==> config.mk <==
export PLATFORM = sky130hd
export DESIGN_NAME = inst_queue
export DESIGN_NICKNAME = d
export VERILOG_FILES = /design/src/rtl/inst_queue.sv
export SDC_FILE = /design/constraint.sdc
export NUM_CORES = 1
export LEC_CHECK = 0
export ABC_CLOCK_PERIOD_IN_PS = 8900
export BUFFER_PORTS_ARGS = -buffer_cell sky130_fd_sc_hd__buf_2
export CORE_MARGIN = 2
export CORE_UTILIZATION = 50
export DETAILED_ROUTE_END_ITERATION = 10
export PLACE_DENSITY_LB_ADDON = 0.08
export SYNTH_ARGS = -nofsm -noshare
export SYNTH_HDL_FRONTEND = slang
export SYNTH_SLANG_ARGS = --single-unit
==> constraint.sdc <==
create_clock -name clk -period 8.9 [get_ports clk]
set_clock_uncertainty 0.05 [all_clocks]
set_input_delay 2.67 -clock clk [delete_from_list [all_inputs] [get_ports clk]]
set_output_delay 2.67 -clock clk [all_outputs]
set_load 0.1 [all_outputs]
==> src/rtl/inst_queue.sv <==
// Instruction buffer between fetch and decode. Circular FIFO holding the instruction word, PC and prediction bit.
// Latency: one cycle from the push edge to the out_valid pulse; there is no same-cycle bypass.
// Backpressure: iq_full holds IF; stall withholds the next pop; rdy low freezes all state; jump_rst flushes.
module inst_queue #(
    parameter int IQ_SIZE_LOG = 4
) (
    input  logic                   clk,
    input  logic                   rst,
    input  logic                   rdy,
    input  logic                   jump_rst,
    input  logic                   stall,
    input  logic                   IF_valid,
    input  logic [31:0]            IF_inst,
    input  logic [31:0]            IF_curPC,
    input  logic                   IF_pred_result,
    output logic                   iq_full,
    output logic [IQ_SIZE_LOG:0]   iq_count,
    output logic                   out_valid,
    output logic [31:0]            out_inst,
    output logic [31:0]            out_curPC,
    output logic                   out_pred
);

    localparam int DEPTH = 1 << IQ_SIZE_LOG;
    localparam logic [IQ_SIZE_LOG:0] FULL_CNT = (IQ_SIZE_LOG + 1)'(DEPTH);

    logic [31:0]            inst [DEPTH];
    logic [31:0]            pc   [DEPTH];
    logic                   pred [DEPTH];

    logic [IQ_SIZE_LOG-1:0] head;
    logic [IQ_SIZE_LOG-1:0] tail;
    logic [IQ_SIZE_LOG:0]   count;
    logic                   push;
    logic                   pop;

    assign iq_full  = (count == FULL_CNT);
    assign iq_count = count;

    // Both decisions use the pre-edge count, so a pop while full does not open a slot for this cycle's push.
    assign push = IF_valid && !iq_full && rdy && !rst && !jump_rst;
    assign pop  = (count != '0) && !stall && rdy && !rst && !jump_rst;

    // Storage is never cleared; head/tail/count alone define which entries are live.
    always_ff @(posedge clk) begin
        if (push) begin
            inst[tail] <= IF_inst;
            pc[tail]   <= IF_curPC;
            pred[tail] <= IF_pred_result;
        end
    end

    always_ff @(posedge clk) begin
        if (rst) begin
            head      <= '0;
            tail      <= '0;
            count     <= '0;
            out_valid <= 1'b0;
            out_inst  <= '0;
            out_curPC <= '0;
            out_pred  <= 1'b0;
        end else if (jump_rst) begin
            head      <= '0;
            tail      <= '0;
            count     <= '0;
            out_valid <= 1'b0;
        end else if (rdy) begin
            if (push) begin
                tail <= tail + 1'b1;
            end
            // Decode consumes out_valid unconditionally; the data buses keep their last values between pulses.
            if (pop) begin
                out_inst  <= inst[head];
                out_curPC <= pc[head];
                out_pred  <= pred[head];
                out_valid <= 1'b1;
                head      <= head + 1'b1;
            end else begin
                out_valid <= 1'b0;
            end
            count <= count + (IQ_SIZE_LOG + 1)'(push) - (IQ_SIZE_LOG + 1)'(pop);
        end
    end

endmodule

==> results of run 1 <==
[Yosys cell counts]
library cell	count	area (um^2)
edfxtp_1	1040	31200
mux4_2	260	5860
mux2i_1	132	1320
dfxtp_1	79	1580
a21o_1	65	488
o22ai_1	64	400
buf_2	39	195
clkbuf_1	28	105
nor2_1	27	101
buf_6	22	248
nand2_1	12	45.0
ha_1	11	138
inv_1	10	37.5
buf_1	9	33.8
nand2b_1	6	37.5
a21oi_1	5	25.0
nor3_1	4	20.0
xnor2_1	4	35.0
xor2_1	3	26.3
a211o_1	2	17.5
a211oi_1	2	15.0
nand4_1	2	12.5
nor2b_1	2	12.5
o211ai_1	2	15.0
and4bb_2	1	12.5
buf_4	1	7.51
fa_1	1	20.0
nand3_1	1	5.00
nor3_4	1	16.3
nor4b_2	1	15.0
o31ai_1	1	7.51
or2_1	1	6.26
or3_1	1	6.26
or4b_1	1	10.0
[through the flow]
stage / total power [mW] / utilization, %
final: 11.0 / 57.6
after global routing: 11.3 / 57.6
after CTS: 11.1 / 57.6
after detailed placement: 6.10 / 52.8
after global placement: 6.09 / 52.8
after floorplan: 6.00 / -
[cell type report]
class	instances	area (um^2)	share of cell area (%)
well taps	1080	1350	2.81
flip-flops and latches	1119	32800	68.2
diodes	1	2.50	0.00520
multi-input cells	612	8800	18.3
clock buffers	145	3150	6.55
clock inverters	71	847	1.76
inverters	10	37.5	0.0780
repair buffers	176	1130	2.34
[registers in the layout, summed over array words and instances (netlist names)]
signal / flops
out_curPC: 32
pc: 512
pred: 16
head: 4
iq_count: 5
out_pred: 1
out_inst: 32
inst: 512
out_valid: 1
tail: 4
[cell families (layout without fill, tap and decap cells)]
logic type	after synthesis	in the layout	synth area share, %
buffers and inverters	109	402	1.49
adders and majority gates	12	12	0.374
other	0	1	0
AOI/OAI and AO/OA	141	141	2.30
and+or+nand+nor	60	60	0.713
xor gates and xnor gates	7	7	0.146
DFF	1119	1119	77.9
muxes	392	392	17.0
[cell usage in the layout, fill, tap and decap left out, drive strengths merged, types with 2 or more instances in the layout]
cell / n
nor3: 5
dfxtp: 79
a211oi: 2
o211ai: 2
clkinv: 41
o22ai: 64
a211o: 2
edfxtp: 1040
xnor2: 4
nand2: 12
mux2i: 132
clkbuf: 145
bufinv: 17
buf: 176
clkinvlp: 9
nand2b: 6
inv: 14
nand4: 2
a21o: 65
nor2b: 2
xor2: 3
a21oi: 5
ha: 11
nor2: 27
mux4: 260
[metal layers]
layer	vias to the layer above	GRT usage (%)
li1	8166	-
met3	120	3.32
met5	-	0
met4	10	5.49
met1	10300	29.4
met2	512	35.2
[path summary, 6_finish.rpt]
kind                                  start                   endpoint  cells after the start
hold / removal    out_inst[25]$_SDFFE_PP0P_  out_inst[25]$_SDFFE_PP0P_                      1
setup / recovery                        rst      inst[2][31]$_DFFE_PP_                      7
setup reg to reg   iq_count[2]$_SDFFE_PP0P_      inst[2][31]$_DFFE_PP_                      8
hold reg to reg   out_inst[25]$_SDFFE_PP0P_  out_inst[25]$_SDFFE_PP0P_                      1
[power groups by stage]
stage | combinational, mW | clock [mW] | sequential, mW
floorplan | 0.0812 | 0 | 5.91
global placement | 0.222 | 0 | 5.87
detailed placement | 0.228 | 0 | 5.87
CTS | 0.228 | 5.08 | 5.76
global route | 0.243 | 5.28 | 5.76
finish | 0.223 | 4.98 | 5.76
==> impl_metrics.tcl, run 1 <==
set metrics [dict create \
    instances_no_fill 3214 \
    hold_buffers 0 \
    reg2reg_slack_ns 5.44 \
    cts_setup_buffers 0 \
    peakVddDrop_uv 162 \
    cts_resized 0 \
    htreeDepth 3 \
    setup_violations 0 \
    clk_latency_ns 0.67 \
    critical_path_required_ns 9.14 \
    worst-path-buf-inv 3 \
    cts_tree "built" \
    cp.arrival_ns 5.46 \
    hp-class "reg -> reg" \
    antenna_found_initial 10 \
    nNetsFinal 2116 \
    cts_sinks 1119 \
    portBuffers 142 \
    slowest_stage "buf_4" \
    tns_ns 0 \
    dp_hpwl_um 45600 \
    max-cap-violations 0 \
    status "finished clean" \
    finalHoldViolations 0 \
    critPathCaptureType "flop" \
    powerDensity_nw_per_um2 228 \
    clk_pin_slew_worst_paths_ns 0.06 \
    overflow 0 \
    hold_ws_ns 0.394 \
    gp_congestion 0.698 \
    ys_warn_count 0 \
    dp.cells 2997 \
    grt_usage_pct 21.1 \
    die-area_um2 86500 \
    clock_path_buffers 3 \
    preCtsSetupSlack_ns 2.98 \
    pwr-share-comb_pct 2.0 \
    cp_top_family "simple AND/OR/NAND/NOR gates" \
    avgViaCountPerCell 5.95 \
    dr.pass1.iters 5 \
    dpl_cell_area_um2 44100 \
    syn2layout_area_growth_pct 14.3 \
    max_clock_freq_mhz 191 \
    crit_top_cell "buf_4" \
    routedWlPerCell_um 27.9 \
    max_stage_delay_ns 0.62 \
    grt_pass1_vias 20400 \
    drive_gt1_share_pct 30.4 \
    pwr-share-clk_pct 45.4 \
    rows 106 \
    routed.top_layer "met5" \
    rsz0062_at_grt "false" \
    drt_iter0_drc 1508 \
    wl_met1_um 38800 \
    drc 0 \
    io_pins 143 \
    worst_pin_slew_ns 1.20 \
    core_area_um2 83600 \
    syn_area_um2 42100 \
    cts-root-buf "clkbuf_16" \
    slew_violations 0 \
    pwr-share-seq_pct 52.5 \
    internal_power_mw 8.81 \
    power.leakage_nw 15.4 \
    path_max_fanout 39 \
    critPathKind "in -> reg" \
    syn_area_per_cell_um2 22.9 \
    cp-start-kind "input pin" \
    netlist_instances 1840 \
    slew_headroom_pct 19.5 \
    synth_cell_types 34 \
    sw_frac_of_total_pct 19.6 \
    n_fill_cell 6115 \
    worst_slack_ns 3.68 \
    die_h_um 294 \
    dr_wl_met2_um 44600 \
    wl_met3_um 4640 \
    start_util_pct 50.4 \
    ant_nets 0 \
    syn_nets 1923 \
    grt_pass1_wl_um 133000 \
    ys_seq_area_share_pct 77.9 \
    fin_area_um2 48100 \
    grt_max_degree 145 \
    finalCritPeriodShare_pct 58.7 \
    period_needed_ns 5.22 \
    switchingPower_mw 2.15 \
    cts-buffers-inserted 114 \
    worstPathCellList "buf_2 > or2_1 > nor3_4 > nand2_1 > nor3_2 > buf_4 > buf_4" \
    routed_wl_um 89800 \
    num_vias 19100 \
    die_w_um 294 \
    synth_seq_cells 1119 \
]
(Power assumes the default switching activity.)
==> run 2, diff against run 1 <==
--- a/config.mk
+++ b/config.mk
@@ -5,7 +5,7 @@
 export SDC_FILE = /design/constraint.sdc
 export NUM_CORES = 1
 export LEC_CHECK = 0
-export ABC_CLOCK_PERIOD_IN_PS = 8900
+export ABC_CLOCK_PERIOD_IN_PS = 5300
 export BUFFER_PORTS_ARGS = -buffer_cell sky130_fd_sc_hd__buf_2
 export CORE_MARGIN = 2
 export CORE_UTILIZATION = 50
==> constraint.sdc (replaced) <==
create_clock -name clk -period 5.3 [get_ports clk]
set_clock_uncertainty 0.05 [all_clocks]
set_input_delay 1.59 -clock clk [delete_from_list [all_inputs] [get_ports clk]]
set_output_delay 1.59 -clock clk [all_outputs]
set_load 0.1 [all_outputs]
==> impl_metrics.tcl, run 2 (same netlist as run 1, synthesis figures left out) <==
set metrics [dict create \
    grt_max_degree 82 \
    cts_resized 0 \
    num_vias 19200 \
    cts_sinks 1119 \
    regArea_um2 32800 \
    path_max_fanout 16 \
    ant_nets 0 \
    rows 106 \
    critPathKind "in -> reg" \
    hold_ws_ns 0.395 \
    worstPathCellList "buf_2 > or2_1 > nor3_4 > inv_1 > ha_1 > inv_1 > ha_1 > inv_1 > fa_1 > nand2b_1 > a21oi_1 > or4b_1 > a211o_1 > nand2_1" \
    cp-start-kind "input pin" \
    peakVddDrop_uv 294 \
    critPathLaunch "rst" \
    preCtsSetupSlack_ns 0.604 \
    multi_input_area_um2 8820 \
    cts_tree "built" \
    routed_wl_um 91400 \
    cp_top_family "simple AND/OR/NAND/NOR gates" \
    grt_pass1_vias 20300 \
    cts-root-buf "clkbuf_16" \
    powerDensity_nw_per_um2 375 \
    clk_pin_slew_worst_paths_ns 0.06 \
    power.leakage_nw 15.5 \
    finalHoldViolations 0 \
    clk_latency_ns 0.68 \
    fin_area_um2 48400 \
    post-route-util_pct 57.9 \
    crit_top_cell "inv_1" \
    core_area_um2 83600 \
    total_power_mw 18.2 \
    avgViaCountPerCell 5.94 \
    setup_violations 0 \
    clock_path_buffers 3 \
    n_fill_cell 6024 \
    critical_path_required_ns 5.87 \
    worst-path-buf-inv 4 \
    io_pins 143 \
    dp_hpwl_um 47600 \
    max_clock_freq_mhz 251 \
    dr.pass1.iters 5 \
    grt_pass1_wl_um 134000 \
    nNetsFinal 2136 \
    hold_buffers 0 \
    portBuffers 142 \
    rr_startpoint "iq_count[2]$_SDFFE_PP0P_" \
    dpl_cell_area_um2 44500 \
    grt_usage_pct 21.4 \
    period_needed_ns 3.98 \
    max_stage_delay_ns 0.50 \
    hp-class "reg -> reg" \
    status "finished clean" \
    die_w_um 294 \
    slowest_stage "or4b_1" \
    gp_congestion 0.728 \
    hold_start "out_inst[8]$_SDFFE_PP0P_" \
    finalCritPeriodShare_pct 75.2 \
    slew_violations 0 \
    drt_iter0_drc 1499 \
    cp.arrival_ns 4.55 \
    start_util_pct 50.4 \
    drc 0 \
    worst_pin_slew_ns 0.978 \
    mostFrequentLayoutCell "edfxtp_1" \
    mostFrequentLayoutCells "edfxtp_1 (1040), mux4_2 (260), buf_2 (142), mux2i_1 (132), clkbuf_16 (114)" \
    largestRegisters "inst x512, pc x512" \
    critPathCaptureType "flop" \
    syn2layout_area_growth_pct 15.0 \
    slew_headroom_pct 34.8 \
    htreeDepth 3 \
    rsz0062_at_grt "false" \
    routedWlPerCell_um 28.3 \
    die_h_um 294 \
    overflow 0 \
    antenna_found_initial 9 \
    cts-buffers-inserted 113 \
    max-cap-violations 0 \
    drive_gt1_share_pct 30.9 \
    die-area_um2 86500 \
    worst_slack_ns 1.32 \
    cts_setup_buffers 0 \
]
-- run 2: cell count changes in the layout (fill, tap and decap cells not counted), moves of 4 or more --
| cell | previous run | this run |
|---|---|---|
| buf_12 | 13 | 31 |
| nor3_4 | 1 | 5 |
| clkbuf_1 | 16 | 20 |
| nor3_2 | 4 | 0 |
-- run 2: worst register-to-register path: stages (launching register included) --
cell and delay (ns):
dfxtp_1 0.40, inv_1 0.09, ha_1 0.21, and4bb_2 0.26, nor3_4 0.35, inv_1 0.09
ha_1 0.28, inv_1 0.03, ha_1 0.18, inv_1 0.08, fa_1 0.21, nand2b_1 0.11
a21oi_1 0.07, or4b_1 0.50, a211o_1 0.31, nand2_1 0.06
-- run 2: path summary, 6_finish.rpt --
kind / to / slack (ns) / cells past startpoint
worst max-delay path: iq_count[4]$_SDFFE_PP0P_ / 1.32 / 14
worst max register to register: iq_count[4]$_SDFFE_PP0P_ / 1.95 / 15
worst min register to register: out_inst[8]$_SDFFE_PP0P_ / 0.40 / 1
worst min-delay path: out_inst[8]$_SDFFE_PP0P_ / 0.40 / 1
-- run 2: power by group --
part	total, mW	internal [mW]	switching [mW]
combinational	0.377	0.107	0.270
sequential	9.67	9.66	0.0128
clock	8.13	4.84	3.29
-- run 2: layout make-up --
type,instances,share of cell area (%)
Clock buffer,149,6.47
Multi-Input combinational cell,612,18.2
Inverter,10,0.0775
Tap cell,1080,2.79
Clock inverter,63,1.50
Timing Repair Buffer,197,3.12
Antenna cell,1,0.00517
Sequential cell,1119,67.8
-- run 2: layer usage --
layer,GRT usage (%),vias to the layer above,routed length (um)
met4,4.97,10,1670
met1,30.0,10400,39500
li1,-,8205,-
met3,3.41,131,3880
met5,0,-,46
met2,35.8,447,46200
-- run 2: stage by stage --
| stage | TNS, ns | cells |
|---|---|---|
| CTS | 0 | 3230 |
| finish | 0 | 3231 |
| global route | 0 | 3231 |
| global placement | 0 | 3018 |
| detailed placement | 0 | 3018 |
| floorplan | -376.80 | 1840 |
==> run 3, diff against run 2 <==
--- a/config.mk
+++ b/config.mk
@@ -5,7 +5,8 @@
 export SDC_FILE = /design/constraint.sdc
 export NUM_CORES = 1
 export LEC_CHECK = 0
-export ABC_CLOCK_PERIOD_IN_PS = 5300
+export ABC_AREA = 1
+export ABC_CLOCK_PERIOD_IN_PS = 3700
 export BUFFER_PORTS_ARGS = -buffer_cell sky130_fd_sc_hd__buf_2
 export CORE_MARGIN = 2
 export CORE_UTILIZATION = 50
==> constraint.sdc (replaced) <==
create_clock -name clk -period 3.7 [get_ports clk]
set_clock_uncertainty 0.05 [all_clocks]
set_input_delay 1.11 -clock clk [delete_from_list [all_inputs] [get_ports clk]]
set_output_delay 1.11 -clock clk [all_outputs]
set_load 0.1 [all_outputs]
==> impl_metrics.tcl, run 3 <==
set metrics [dict create \
    synth_fa_ha_area_share_pct 0.335 \
    critPathCaptureType "output port" \
    r2r-end "iq_count[4]$_SDFFE_PP0P_" \
    preCtsSetupSlack_ns 0.236 \
    synth_top_cell_area_share_pct 66.3 \
    critical_path_required_ns 2.54 \
    cp-start-kind "flop" \
    ys.flop_type "edfxtp_1" \
    multi_input_area_um2 10800 \
    clock_path_buffers 3 \
    ys_warn_count 0 \
    num_vias 31000 \
    clk_latency_ns 0.69 \
    worst_slack_ns 0.610 \
    nNetsFinal 4710 \
    peakVddDrop_uv 439 \
    max_clock_freq_mhz 324 \
    max-cap-violations 0 \
    die_h_um 311 \
    mostFrequentLayoutCells "nand2_1 (1646), edfxtp_1 (1040), nand3_1 (719), inv_1 (605), buf_2 (141)" \
    syn_nets 4610 \
    portBuffers 142 \
    worst_pin_slew_ns 1.03 \
    cts_sinks 1119 \
    grt_pass1_vias 30000 \
    antenna_found_initial 2 \
    synthMuxAreaShare_pct 0 \
    cts_tree "built" \
    drt_iter0_drc 2755 \
    synth_area_leaders "edfxtp_1 (66%), nand2_1 (13%), nand3_1 (7.6%)" \
    dr.pass1.iters 6 \
    routedWlPerCell_um 19.9 \
    synth_xor_area_share_pct 0.112 \
    async_flop_share_pct 0 \
    slew_headroom_pct 31.3 \
    mostFrequentLayoutCell "nand2_1" \
    cts-buffers-inserted 117 \
    cts_setup_buffers 0 \
    finalHoldViolations 0 \
    instances_no_fill 5984 \
    start_util_pct 50.4 \
    regArea_um2 32800 \
    die_w_um 311 \
    gp_congestion 0.777 \
    synth_cell_types 27 \
    synth_seq_cells 1119 \
    avgViaCountPerCell 5.18 \
    period_needed_ns 3.09 \
    hold_depth 2 \
    drc 0 \
    netlist_instances 4527 \
    critPathKind "reg -> out" \
    hold_start "out_valid$_SDFFE_PP0P_" \
    dp_hpwl_um 63200 \
    cp.arrival_ns 1.93 \
    rsz0062_at_grt "false" \
    syn_area_per_cell_um2 10.4 \
    cts_resized 0 \
    largestRegisters "inst x512, pc x512" \
    hold_buffers 0 \
    synth_simple_gate_area_share_pct 22.1 \
    status "finished clean" \
    ff2ff_path_depth 16 \
    min_to "out_valid$_SDFFE_PP0P_" \
    synth_edf_count 1040 \
    grt_usage_pct 24.7 \
    grt_pass1_wl_um 183000 \
    fin_area_um2 53200 \
    path_max_fanout 3 \
    syn_area_um2 47100 \
    reg2reg_slack_ns 0.93 \
    rr_startpoint "iq_count[2]$_SDFFE_PP0P_" \
    io_pins 143 \
    hp-class "reg -> reg" \
    core_area_um2 93300 \
    drive_gt1_share_pct 9.03 \
    syn2layout_area_growth_pct 13.1 \
    rows 112 \
    synth_top_area_cell "edfxtp_1" \
    overflow 0 \
    n_fill_cell 7992 \
    synth_most_common_cell "nand2_1" \
    antennaDiodeCount 0 \
    ys_seq_area_share_pct 69.7 \
    setup_violations 0 \
    clk_pin_slew_worst_paths_ns 0.06 \
    finalCritPeriodShare_pct 83.5 \
    dp.cells 5762 \
    cts-root-buf "clkbuf_16" \
    htreeDepth 3 \
    power.leakage_nw 22.1 \
    powerDensity_nw_per_um2 494 \
    synth_common_cells "nand2_1 (1646), edfxtp_1 (1040), nand3_1 (719)" \
    synth_compound_area_share_pct 0.245 \
    slew_violations 0 \
    die-area_um2 96600 \
    synth_top_family_by_area "simple AND/OR/NAND/NOR gates" \
    ant_nets 0 \
    dpl_cell_area_um2 49300 \
    grt_max_degree 157 \
    routed_wl_um 119000 \
]
==> run 3: routing by layer <==
layer	wire length [um]	vias up	global-route usage [%]	share of wire [%]
li1	-	14900	-	-
met1	52300	15000	34.5	44
met2	56900	922	40.4	48
met3	7290	154	3.79	6.1
met4	2820	2	7.20	2.4
met5	10	-	0	0.0084
==> run 3: kinds of logic (layout without fill, tap and decap cells) <==
| group | count (synthesis) | after routing |
|---|---|---|
| adders and majority gates | 12 | 12 |
| DFF | 1119 | 1119 |
| xor gates and xnor gates | 6 | 6 |
| buffers and inverters | 847 | 1050 |
| and+or+nand+nor | 2521 | 2521 |
| AOI/OAI and AO/OA | 22 | 22 |
==> run 3: critical path, cell delays in order, from the launching register on <==
cell     delay [ns]
dfxtp_1        0.33
inv_1          0.10
ha_1           0.18
nand4_1        0.14
inv_1          0.08
buf_2          0.42
==> run 3: worst max path at each step <==
stage	from	to	slack, ns	cells after the start
after floorplan	iq_count[2]$_SDFFE_PP0P_	inst[0][0]$_DFFE_PP_	-0.50	7
after global placement	rst	iq_count[4]$_SDFFE_PP0P_	0.22	15
final	iq_count[2]$_SDFFE_PP0P_	iq_full	0.61	5
after detailed placement	rst	iq_count[4]$_SDFFE_PP0P_	0.24	15
after CTS	iq_count[3]$_SDFFE_PP0P_	iq_full	0.56	5
after global routing	iq_count[2]$_SDFFE_PP0P_	iq_full	0.49	5
==> run 3: stage by stage <==
stage | utilization (%) | TNS (ns) | power [mW] | hold WS, ns
6_report | 57.0 | 0 | 26.3 | 0.433
5_1_grt | 57.0 | 0 | 27.1 | 0.462
4_1_cts | 57.0 | 0 | 26.5 | 0.432
3_5_place_dp | 52.9 | 0 | 14.8 | 0.418
3_3_place_gp | 52.9 | 0 | 14.8 | 0.471
2_1_floorplan | - | -516.82 | 14.5 | 0.429
==> run 3: power by group <==
group          total (mW)  internal (mW)  switching, mW
clock network        11.8           6.98           4.82
registers            13.9           13.8         0.0199
logic               0.651          0.125          0.526
total                26.3           21.0           5.37
==> run 3: area by class of cell <==
type	instances	area share [%]
flip-flops and latches	1119	61.7
multi-input cells	2561	20.3
inverters	611	4.36
repair buffers	217	3.34
clock buffers	167	6.38
well taps	1254	2.95
clock inverters	55	0.957
